[src/rtl/mem_burst_writer.sv]
// Streaming RAM writer: accepts words over valid/ready and emits one registered
// write strobe per word at an auto-incrementing address.
//
// state   | meaning
// S_IDLE  | waiting for start; in_ready=0, busy=0
// S_WRITE | accepting words; in_ready=1
// S_DONE  | one-cycle completion pulse; coincides with the last word's WR
module mem_burst_writer #(
  parameter int ADDR_W    = 8,
  parameter int DATA_W    = 8,
  parameter int BURST_LEN = 128
) (
  input  logic              clk,
  input  logic              Reset,
  input  logic              start,
  input  logic              abort,
  input  logic [ADDR_W-1:0] base_addr,
  input  logic [DATA_W-1:0] in_data,
  input  logic              in_valid,
  output logic              in_ready,
  output logic              WR,
  output logic [ADDR_W-1:0] address,
  output logic [DATA_W-1:0] data,
  output logic              busy,
  output logic              done,
  output logic              OV
);

  typedef enum logic [1:0] {
    S_IDLE  = 2'd0,
    S_WRITE = 2'd1,
    S_DONE  = 2'd2
  } state_t;

  localparam logic [ADDR_W-1:0] LAST_WORD = ADDR_W'(BURST_LEN - 1);
  localparam logic [ADDR_W-1:0] ADDR_MAX  = '1;

  state_t            state, state_nxt;
  logic [ADDR_W-1:0] addr_cnt;
  logic [ADDR_W-1:0] word_cnt;
  logic              accept;
  logic              load;

  always_ff @(posedge clk or negedge Reset) begin
    if (!Reset) state <= S_IDLE;
    else        state <= state_nxt;
  end

  // abort outranks a same-cycle word, so accept is never raised alongside it
  always_comb begin
    state_nxt = state;
    accept    = 1'b0;
    load      = 1'b0;
    in_ready  = 1'b0;
    case (state)
      S_IDLE: begin
        if (start) begin
          load      = 1'b1;
          state_nxt = S_WRITE;
        end
      end
      S_WRITE: begin
        in_ready = 1'b1;
        if (abort) begin
          state_nxt = S_IDLE;
        end else if (in_valid) begin
          accept = 1'b1;
          if (word_cnt == LAST_WORD) state_nxt = S_DONE;
        end
      end
      S_DONE:  state_nxt = S_IDLE;
      default: state_nxt = S_IDLE;
    endcase
  end

  assign busy = (state != S_IDLE);
  assign done = (state == S_DONE);

  always_ff @(posedge clk or negedge Reset) begin
    if (!Reset) begin
      WR       <= 1'b0;
      OV       <= 1'b0;
      address  <= '0;
      data     <= '0;
      addr_cnt <= '0;
      word_cnt <= '0;
    end else begin
      WR <= accept;
      OV <= accept && (addr_cnt == ADDR_MAX);
      if (load) begin
        addr_cnt <= base_addr;
        word_cnt <= '0;
      end else if (accept) begin
        address  <= addr_cnt;
        data     <= in_data;
        addr_cnt <= addr_cnt + 1'b1;
        word_cnt <= word_cnt + 1'b1;
      end
    end
  end

endmodule
[config.mk]
export PLATFORM = sky130hd
export DESIGN_NAME = mem_burst_writer
export DESIGN_NICKNAME = d
export VERILOG_FILES = /design/src/rtl/mem_burst_writer.sv
export SDC_FILE = /design/constraint.sdc
export NUM_CORES = 1
export LEC_CHECK = 0
export ABC_AREA = 0
export CAP_MARGIN = 20
export CORE_ASPECT_RATIO = 1.4
export CORE_MARGIN = 2
export CORE_UTILIZATION = 51
export CTS_BUF_LIST = sky130_fd_sc_hd__clkbuf_16
export DETAILED_ROUTE_END_ITERATION = 10
export GPL_ROUTABILITY_DRIVEN = 1
export PLACE_DENSITY = 0.83
export SLEW_MARGIN = 15
export SYNTH_ARGS = -nofsm -noshare
export SYNTH_HDL_FRONTEND = slang
export SYNTH_SLANG_ARGS = --single-unit
[constraint.sdc]
create_clock -name clk -period 4.4 [get_ports clk]
set_clock_uncertainty 0.2 [all_clocks]
set_input_delay 0.88 -clock clk [delete_from_list [all_inputs] [get_ports clk]]
set_output_delay 0.88 -clock clk [all_outputs]
set_load 0.02 [all_outputs]
# Word-level counts from Yosys, hierarchy flattened
# Cells that the tools add are included.
[classes] n_addsub=2 eq_ne=7 n_mux=15 n_bitwise=1 reduce_logical=6
[op_table] operator="$mux W8" count=4
[op_table] operator="$add A8 B1 Y8 const B" count=2
[op_table] operator="$eq A8 B7 Y1 const B" count=1
[op_table] operator="$eq A8 B8 Y1 const B" count=1
[op_table] operator="$mux W2" count=4
[op_table] operator="$mux W1" count=6
[op_table] operator="$ne A3 B3 Y1 const B" count=2
[op_table] operator="$pmux W2 S2" count=1
[op_table] operator="$reduce_bool A2 Y1" count=2
[op_table] operator="$reduce_and A3 Y1" count=1
[op_table] operator="$eq A2 B1 Y1 const B" count=1
[op_table] operator="$eq A2 B2 Y1 const B" count=1
[op_table] operator="$logic_not A2 Y1" count=1
[op_table] operator="$ne A2 B2 Y1 const B" count=1
[op_table] operator="$reduce_and A2 Y1" count=1
[op_table] operator="$logic_and A1 B1 Y1" count=1
[op_table] operator="$not A1 Y1" count=1
[word_totals] register_bits=36 input_bits=21 wordCells=38

# Longest topological paths before layout
[logic_depth] word_depth=5 depth_mapped=6

# Least setup slack after synthesis
# No wires, ideal clock.
[synth_path] path_type="input to register" start="in abort" end="reg addr_cnt[5]" setup_time_ns=0.126 arrival_ns=1.753 path_slack_ns=2.321 cell_stages=6 path_cell_list="nand4bb_1 -> buf_2 -> inv_6 -> nor2_4 -> a21o_1 -> a221o_1"
[synth_between] elab_chain_len=3
[synth_rtl] element="start, declared" line_no="16" rtl="input logic abort,"
[synth_rtl] element="$mux W1" line_no="64" rtl="if (abort) begin"
[synth_rtl] element="$mux W1" line_no="55" rtl="case (state)"
[synth_rtl] element="$reduce_bool A2 Y1 (no line)"
[synth_rtl] element="end signal, assigned" line_no="91" rtl="addr_cnt <= base_addr;"
[synth_rtl] element="end signal, assigned" line_no="96" rtl="addr_cnt <= addr_cnt + 1'b1;"
[synth_rtl] element="end, declared" line_no="39" rtl="logic [ADDR_W-1:0] addr_cnt;"
# Every way passes these cells.
# A chain may end at the register's enable or synchronous reset.

# Worst setup path after layout
# Same ends and word-level chain as after synthesis.

==> reports/results.ini <==
[outcome]
status=finished clean

[detailed_routing]
wl_per_cell_um=13.98
antenna_left=0
viasPerCell=5.370
drcViolationCount=0
drt_wl_total_um=3592
first_pass_iters=4
dr.first_iter.drc_count=48
vias=1380

[grt]
grt_pass1_wl_um=6251
grt_max_degree=37
overflow=0
antenna_found_initial=0
grt_usage_pct=23.42
grt_pass1_vias=1369

[sta]
setup_violations=0
relSlewSlack_pct=59.88
tns_ns=0
min_period_ns=2.858
hold_violations=0
setup_ws_ns=1.542
period_share_pct=64.96
fmax_mhz=349.9
slew_viol_final=0
rsz0062_at_grt=no
worst_pin_slew_ns=0.5984

[floorplan]
fp.dieArea_um2=3645
start_util_pct=52.82
die_y_um=70.64
die_x_um=51.60
placementRows=24
core-area_um2=3063
ios=42

[yosys]
ys_async_sr_fraction_pct=100.0
synthFlopType=dfrtp_1
yosysWarnings=0
synth-edff-count=0
ys_seq_elements=36
syn_nets=196
syn-cell-area_um2=1618
ys_seq_area_share_pct=55.68
synthTopCellsByArea=dfrtp_1 56%, nand2_1 15%, nor2_1 2.1%
syn_inst=173
synth_commonest_cells=63 x nand2_1, 36 x dfrtp_1, 9 x nor2_1
synth_most_common_cell=nand2_1
ys_types=35
synth.avg_cell_area_um2=9.351
synth_top_area_share_pct=55.68
yosysTopAreaCell=dfrtp_1

[place]
io_buffers=41
hpwl_um=2592
gp_congestion=0.8590
pre_cts_ws_ns=1.249

[worst_setup_path]
arrival_ns=2.82
critical_path_class=primary input to flip-flop
cp-end-kind=flip-flop
path_max_fanout=27
reg2reg_from=state[1]$_DFFE_PN0P_
worst_setup_path_start_kind=primary input
crit_path_start=abort
cp_data_required_time_ns=4.36

[worst_hold_path]
hp-class=flip-flop to flip-flop
hp-start=address[2]$_DFFE_PN0P_

[cells_and_area]
final_layout_size_suffix_gt1_share_pct=6.422
syn_to_final_growth_pct=35.96
diodes=0
final_net_count=241

[clocking]
cts_resized=0
cts_root_buf=clkbuf_16
clk_pin_slew_ns=0.05
clk_latency_ns=0.28
clock_path_buffers=2
cts_buffers=5
clock-sinks=36
cts_tree=done
cts.htree.levels=2
cts_hold_buffers=0
postCtsSetupBuffers=0

[power_and_ir_drop]
peakVddDrop_mv=0.4003
p_per_area_nw_per_um2=484.3
leakagePower_nw=0.9920

[flow_run]
maxCapViolCount=0

## kinds of logic (layout without fill, tap and decap cells)
group                    Yosys count  after routing  synth area share (%)
AND/OR/NAND/NOR                   99             99                 28.15
adder cells (fa/ha/maj)            2              2                 1.547
AO/OA/AOI/OAI                     22             22                 8.971
XOR/XNOR                           4              4                 2.166
buffers and inverters             10             55                 3.480
flip-flops                        36             36                 55.68
## cell type report
class / count / area, um^2
clock buffers: 5 / 125.1
repair buffers: 45 / 440.4
multi-input cells: 127 / 660.6
fillers: 239 / 863.3
flip-flops and latches: 36 / 900.9
inverters: 3 / 16.27
clock inverters: 2 / 7.507
well taps: 39 / 48.80
## registers in the layout, summed over array words and instances (netlist names)
signal,cells
OV,1
WR,1
addr_cnt,8
address,8
data,8
state,2
word_cnt,8
## stage by stage
stage / utilization [%] / hold slack (ns) / power (W) / cells / instance area, um^2
after global placement: 67.48 / 0.2569 / 0.0007379 / 250 / 2067
final: 71.81 / 0.2737 / 0.001065 / 257 / 2200
after global routing: 71.81 / 0.3132 / 0.001126 / 257 / 2200
after CTS: 71.81 / 0.2800 / 0.001078 / 257 / 2200
after detailed placement: 67.48 / 0.2678 / 0.0007508 / 250 / 2067
after floorplan: - / 0.2715 / 0.0005973 / 173 / 1618
## worst paths after layout
kind	slack [ns]	depth (start not counted)	endpoint
max	1.54	6	addr_cnt[5]$_DFFE_PN0P_
min	0.27	2	address[2]$_DFFE_PN0P_
max reg2reg	2.09	5	addr_cnt[5]$_DFFE_PN0P_
min reg2reg	0.27	2	address[2]$_DFFE_PN0P_
max in group asynchronous	2.86	2	word_cnt[6]$_DFFE_PN0P_
min in group asynchronous	0.82	2	address[1]$_DFFE_PN0P_
## critical path, stage by stage
cell	delay, ns
clkdlybuf4s50_1	0.41
nand4bb_1	0.57
inv_6	0.40
nor2_4	0.11
a21o_1	0.16
a221o_1	0.28
## layer usage
metal	global-route usage, %	part of all wire (%)
met5	0	0
met4	9.649	2.6
met1	27.16	40
met2	39.17	51
met3	7.806	6.2
## layout by cell type, fill, tap and decap left out, types with 4 or more instances in the layout
master / n
buf_4: 4
clkbuf_16: 5
clkdlybuf4s50_1: 41
dfrtp_1: 36
nand2_1: 63
nand3_1: 6
nor2_1: 9
o21ai_0: 5
o21ai_1: 4
## report_power, final
group / total (W) / leakage, nW / internal, W / switching, W
registers: 0.000456 / 0.464 / 0.000398 / 0.0000579
clock network: 0.000321 / 0.0648 / 0.000202 / 0.000119
logic: 0.000289 / 0.463 / 0.000140 / 0.000149
No activity file was read; power rests on OpenSTA's default activity.
